**src/rtl/pattern_gen_if.sv**
```systemverilog
// Stimulus/response bundle between pattern_gen (master) and its user (slave).
interface pattern_gen_if #(
  parameter int WIDTH = 4
) ();
  logic             start;
  logic [1:0]       mode;
  logic [WIDTH-1:0] pattern;
  logic             sample;
  logic             busy;
  logic             done;
  logic             dut_out;
  logic [7:0]       err_cnt;

  modport master (
    input  start, mode, dut_out,
    output pattern, sample, busy, done, err_cnt
  );

  modport slave (
    output start, mode, dut_out,
    input  pattern, sample, busy, done, err_cnt
  );
endinterface

```
**src/rtl/pattern_gen.sv**
```systemverilog
// Exhaustive binary/Gray/walking-one stimulus sweeper with per-pattern dwell.
// Optional OR-reduction response checker enabled by defining PATGEN_CHECK_EN.
module pattern_gen #(
  parameter int WIDTH = 4,
  parameter int DWELL = 50
) (
  input  logic          clk,
  input  logic          rst,
  pattern_gen_if.master bus
);

  typedef enum logic [1:0] {IDLE, RUN, DONE} state_t;

  localparam logic [15:0]    DWELL_LAST = 16'(DWELL - 1);
  localparam logic [WIDTH:0] LAST_COUNT = (WIDTH + 1)'((1 << WIDTH) - 1);
  localparam logic [WIDTH:0] LAST_WALK  = (WIDTH + 1)'(WIDTH - 1);

  state_t           state, state_n;
  logic [1:0]       mode_r, mode_n;
  logic [WIDTH:0]   idx, idx_n;
  logic [15:0]      dwell, dwell_n;
  logic [WIDTH-1:0] pat;
  logic             hold_end;
  logic             last_idx;

  always_ff @(posedge clk) begin
    if (rst) begin
      state  <= IDLE;
      mode_r <= '0;
      idx    <= '0;
      dwell  <= '0;
    end else begin
      state  <= state_n;
      mode_r <= mode_n;
      idx    <= idx_n;
      dwell  <= dwell_n;
    end
  end

  // Pattern derives from index and latched mode, so it naturally holds its
  // final value through DONE and IDLE until the next accepted start.
  always_comb begin
    pat = idx[WIDTH-1:0];
    case (mode_r)
      2'b01:   pat = idx[WIDTH-1:0] ^ idx[WIDTH:1];
      2'b10:   pat = WIDTH'(1) << idx;
      default: pat = idx[WIDTH-1:0];
    endcase
  end

  assign hold_end = (state == RUN) && (dwell == DWELL_LAST);
  assign last_idx = (mode_r == 2'b10) ? (idx == LAST_WALK) : (idx == LAST_COUNT);

  always_comb begin
    state_n = state;
    mode_n  = mode_r;
    idx_n   = idx;
    dwell_n = dwell;
    case (state)
      IDLE: begin
        if (bus.start) begin
          mode_n  = bus.mode;
          idx_n   = '0;
          dwell_n = '0;
          state_n = RUN;
        end
      end
      RUN: begin
        if (hold_end) begin
          dwell_n = '0;
          if (last_idx) state_n = DONE;
          else          idx_n   = idx + 1'b1;
        end else begin
          dwell_n = dwell + 16'd1;
        end
      end
      DONE:    state_n = IDLE;
      default: state_n = IDLE;
    endcase
  end

  assign bus.pattern = pat;
  assign bus.sample  = hold_end;
  assign bus.busy    = (state == RUN);
  assign bus.done    = (state == DONE);

`ifdef PATGEN_CHECK_EN
  logic [7:0] err, err_n;

  always_ff @(posedge clk) begin
    if (rst) err <= '0;
    else     err <= err_n;
  end

  always_comb begin
    err_n = err;
    if (state == IDLE && bus.start)
      err_n = '0;
    else if (hold_end && (bus.dut_out != (|pat)) && (err != '1))
      err_n = err + 8'd1;
  end

  assign bus.err_cnt = err;
`else
  assign bus.err_cnt = '0;
`endif

endmodule

```
**src/flat_wrapper.sv**
```systemverilog
// flat-port wrapper written by rule: the top's interface ports become plain ports
module pattern_gen_flat 
#(
  parameter int WIDTH = 4,
  parameter int DWELL = 50
)
  (clk, rst, bus_start, bus_mode, bus_dut_out, bus_pattern, bus_sample, bus_busy, bus_done, bus_err_cnt);
  pattern_gen_if #(.WIDTH(WIDTH)) bus_i ();
  input  logic clk;
  input  logic rst;
  input wire logic [$bits(bus_i.start)-1:0] bus_start;
  input wire logic [$bits(bus_i.mode)-1:0] bus_mode;
  input wire logic [$bits(bus_i.dut_out)-1:0] bus_dut_out;
  output wire logic [$bits(bus_i.pattern)-1:0] bus_pattern;
  output wire logic [$bits(bus_i.sample)-1:0] bus_sample;
  output wire logic [$bits(bus_i.busy)-1:0] bus_busy;
  output wire logic [$bits(bus_i.done)-1:0] bus_done;
  output wire logic [$bits(bus_i.err_cnt)-1:0] bus_err_cnt;
  assign bus_i.start = bus_start;
  assign bus_i.mode = bus_mode;
  assign bus_i.dut_out = bus_dut_out;
  assign bus_pattern = bus_i.pattern;
  assign bus_sample = bus_i.sample;
  assign bus_busy = bus_i.busy;
  assign bus_done = bus_i.done;
  assign bus_err_cnt = bus_i.err_cnt;
  pattern_gen #(.WIDTH(WIDTH), .DWELL(DWELL)) u_core (.clk(clk), .rst(rst), .bus(bus_i));
endmodule
```
**config.mk**
```make
export PLATFORM = sky130hd
export DESIGN_NAME = pattern_gen_flat
export DESIGN_NICKNAME = d
export VERILOG_FILES = /design/src/rtl/pattern_gen_if.sv /design/src/rtl/pattern_gen.sv /design/src/flat_wrapper.sv
export SDC_FILE = /design/constraint.sdc
export NUM_CORES = 1
export LEC_CHECK = 0
export ABC_AREA = 1
export CORE_UTILIZATION = 38
export CTS_CLUSTER_DIAMETER = 60
export CTS_CLUSTER_SIZE = 28
export DETAILED_ROUTE_END_ITERATION = 6
export PLACE_DENSITY = 0.58
export SLEW_MARGIN = 20
export SYNTH_ARGS = -nofsm -noshare
export SYNTH_HDL_FRONTEND = slang
export SYNTH_SLANG_ARGS = --single-unit
```
**constraint.sdc**
```tcl
create_clock -name clk -period 2.95 [get_ports clk]
set_input_delay 0.59 -clock clk [delete_from_list [all_inputs] [get_ports clk]]
set_output_delay 0.59 -clock clk [all_outputs]
set_load 0.05 [all_outputs]
```
==> flow_metrics.py <==
metrics = {
    "grt": {
        "grtUsageTotal_pct": 15.7,
        "grt.overflow.total": 0,
        "antenna_found_initial": 0,
        "grt_pass1_vias": 1383,
        "grt_max_degree": 15,
        "grt_pass1_wl_mm": 6.14,
    },
    "floorplan": {
        "fp.dieH_um": 69.3,
        "dieWidth_um": 69.3,
        "core_area_sq_um": 4350,
        "floorplan.initialDensity_pct": 39.5,
        "ios": 21,
        "rows": 24,
        "dieArea_sq_um": 4800,
    },
    "finish": {
        "register_area_sq_um": 500,
        "antenna_cells": 0,
        "fillers": 476,
        "syn_to_final_growth_pct": 9.75,
        "multiInputGateArea_sq_um": 1030,
        "fin_nets": 276,
        "design_area_sq_um": 1890,
        "drive_above_1_share_pct": 10.7,
        "finalNonFillerCells": 313,
    },
    "route": {
        "ant_nets": 0,
        "vias_per_cell": 4.75,
        "drtPass1Iterations": 4,
        "vias": 1488,
        "wire_per_inst_um": 10.9,
        "dr.first_iter.drc_count": 51,
        "drc": 0,
        "finalWirelength_mm": 3.41,
    },
    "clock_network": {
        "cts-htree-levels": 1,
        "clock-sinks": 25,
        "cts_buffers": 3,
        "cts-hold-fix-buffers": 0,
        "clockBufferDepth": 2,
        "tritoncts": "done",
        "cts_setup_buffers": 0,
        "root_buffer": "clkbuf_8",
        "clk_pin_slew_ns": 0.09,
        "clock_latency_ns": 0.28,
    },
    "pwr": {
        "powerDensity_nw_per_um2": 452,
        "finalPower_w": 0.000854,
        "p_leak_nw": 0.832,
        "vdd_drop_max_uv": 155,
    },
    "synth": {
        "synthTopCellsByArea": "dfxtp_1 29%, nand2_1 11%, nor2_1 8.1%",
        "yosysTopAreaCell": "dfxtp_1",
        "synth_edf_count": 0,
        "synth_top_cell_area_share_pct": 29.1,
        "synth_common_cells": "50 x nand2_1, 37 x nor2_1, 27 x inv_1",
        "synthFlopType": "dfxtp_1",
        "yosysMostFrequentCell": "nand2_1",
        "ys_ff_latch": 25,
        "synthArstFlopShare_pct": 0,
        "yosysSeqAreaShare_pct": 29.1,
        "syn-cell-area_sq_um": 1720,
        "netlist_instances": 250,
        "synthDistinctLibCells": 33,
        "syn-mean-instance-area_sq_um": 6.88,
        "ys_warn_count": 0,
    },
    "critical_path": {
        "crit_buf_inv": 2,
        "crit_chain": "inv_1 -> ha_1 -> a21oi_1 -> a22oi_1 -> clkdlybuf4s50_1",
        "cp.arrival_ns": 2.17,
        "worstPathMaxFanout": 8,
        "endpoint_kind": "output pin",
        "critPathMaxStageDelay_ns": 0.83,
        "cp_top_family": "buffers and inverters",
        "path_class": "flip-flop to output pin",
        "startpoint_type": "flip-flop",
        "worstPathRequired_ns": 2.36,
        "cp_slowest_cell": "clkdlybuf4s50_1",
    },
    "sta": {
        "tns_ns": 0,
        "min_period_ns": 2.76,
        "slew_violations": 0,
        "period_share_pct": 93.5,
        "holdWs_ns": 0.486,
        "hold_viol": 0,
        "fmax_ghz": 0.362,
        "grt_setup_unrepaired": "no",
        "clock_skew_ns": 0.00597,
        "setup_viol": 0,
    },
    "placed_design": {
        "dp_hpwl_mm": 2.57,
        "portBuffers": 11,
        "dp.cells": 309,
        "placed_cell_area_sq_um": 1840,
        "gp_routability_congestion": 0.809,
    },
    "run_status": {
        "run_status": "complete, no violations",
    },
    "hold_path": {
        "min_path_type": "flip-flop to flip-flop",
    },
    "job": {
        "maxCapViolations": 0,
    },
}
==> worst min-delay path, stage by stage, from the launching register on <==
cell	delay, ns
dfxtp_1	0.32
inv_1	0.07
a21oi_1	0.06
==> placed cells by master (no fill, tap or decap), types with 2 or more instances in the layout <==
master	count
nand2_1	50
nor2_1	37
inv_1	27
dfxtp_1	25
nand3_1	20
a21oi_1	19
clkdlybuf4s50_1	10
ha_1	8
conb_1	8
o21ai_0	7
a22oi_1	5
nor2_2	5
xor2_1	5
nand2_2	3
clkbuf_8	3
inv_2	2
nor2_8	2
inv_4	2
a31o_2	2
nand4_1	2
nand2_4	2
nor3_4	2
a21o_1	2
o21bai_1	2
==> final timing paths <==
check | startpoint | end | slack [ns] | cells after the start
worst max-delay path | u_core.mode_r[0] | bus_pattern[1] | 0.19 | 5
worst min-delay path | u_core.mode_r[1] | u_core.mode_r[1] | 0.49 | 2
worst max register to register | u_core.dwell[0] | u_core.dwell[14] | 1.31 | 7
worst min register to register | u_core.mode_r[1] | u_core.mode_r[1] | 0.49 | 2
==> repair_timing <==
| action | in CTS | in global routing |
|---|---|---|
| hold endpoints to repair | 0 | 0 |
| resized for setup | 0 | 1 |
| endpoints found under the setup margin | 0 | 1 |
==> cell type report <==
class	instances	share of cell area [%]
multi-input cells	189	54.8
flip-flops and latches	25	26.5
inverters	31	6.43
repair buffers	12	6.36
well taps	52	3.45
clock buffers	3	2.19
clock inverters	1	0.265
==> power by group <==
| part | switching, W | internal, W |
|---|---|---|
| combinational | 0.000192 | 0.0000823 |
| sequential | 0.0000179 | 0.000351 |
| clock | 0.000117 | 0.0000948 |
==> metal layers <==
metal  track usage [%]  wire length, um
met4              5.90               49
met3              1.89               68
met1              21.3             1720
met5                 0                0
met2              25.4             1570
==> cells by family (layout without fill, tap and decap cells) <==
| kind of cell | Yosys count | count (layout) | share of synthesized area (%) |
|---|---|---|---|
| flip-flops | 25 | 25 | 29.1 |
| AO/OA/AOI/OAI | 40 | 40 | 13.8 |
| buffers and inverters | 43 | 47 | 12.3 |
| AND/OR/NAND/NOR | 127 | 127 | 35.7 |
| XOR/XNOR | 6 | 6 | 3.05 |
| other | 1 | 8 | 0.218 |
| adder cells (fa/ha/maj) | 8 | 8 | 5.82 |
==> stage by stage <==
step	utilization [%]	setup WS (ns)
2_1_floorplan	-	0.652
3_3_place_gp	42.2	0.482
3_5_place_dp	42.2	0.490
4_1_cts	43.3	0.165
5_1_grt	43.4	0.0378
6_report	43.4	0.191
==> registers in the layout (all words and copies together) (netlist names) <==
signal,cells
u_core.dwell,16
u_core.idx,5
u_core.mode_r,2
u_core.state,2
(Power assumes the default switching activity.)
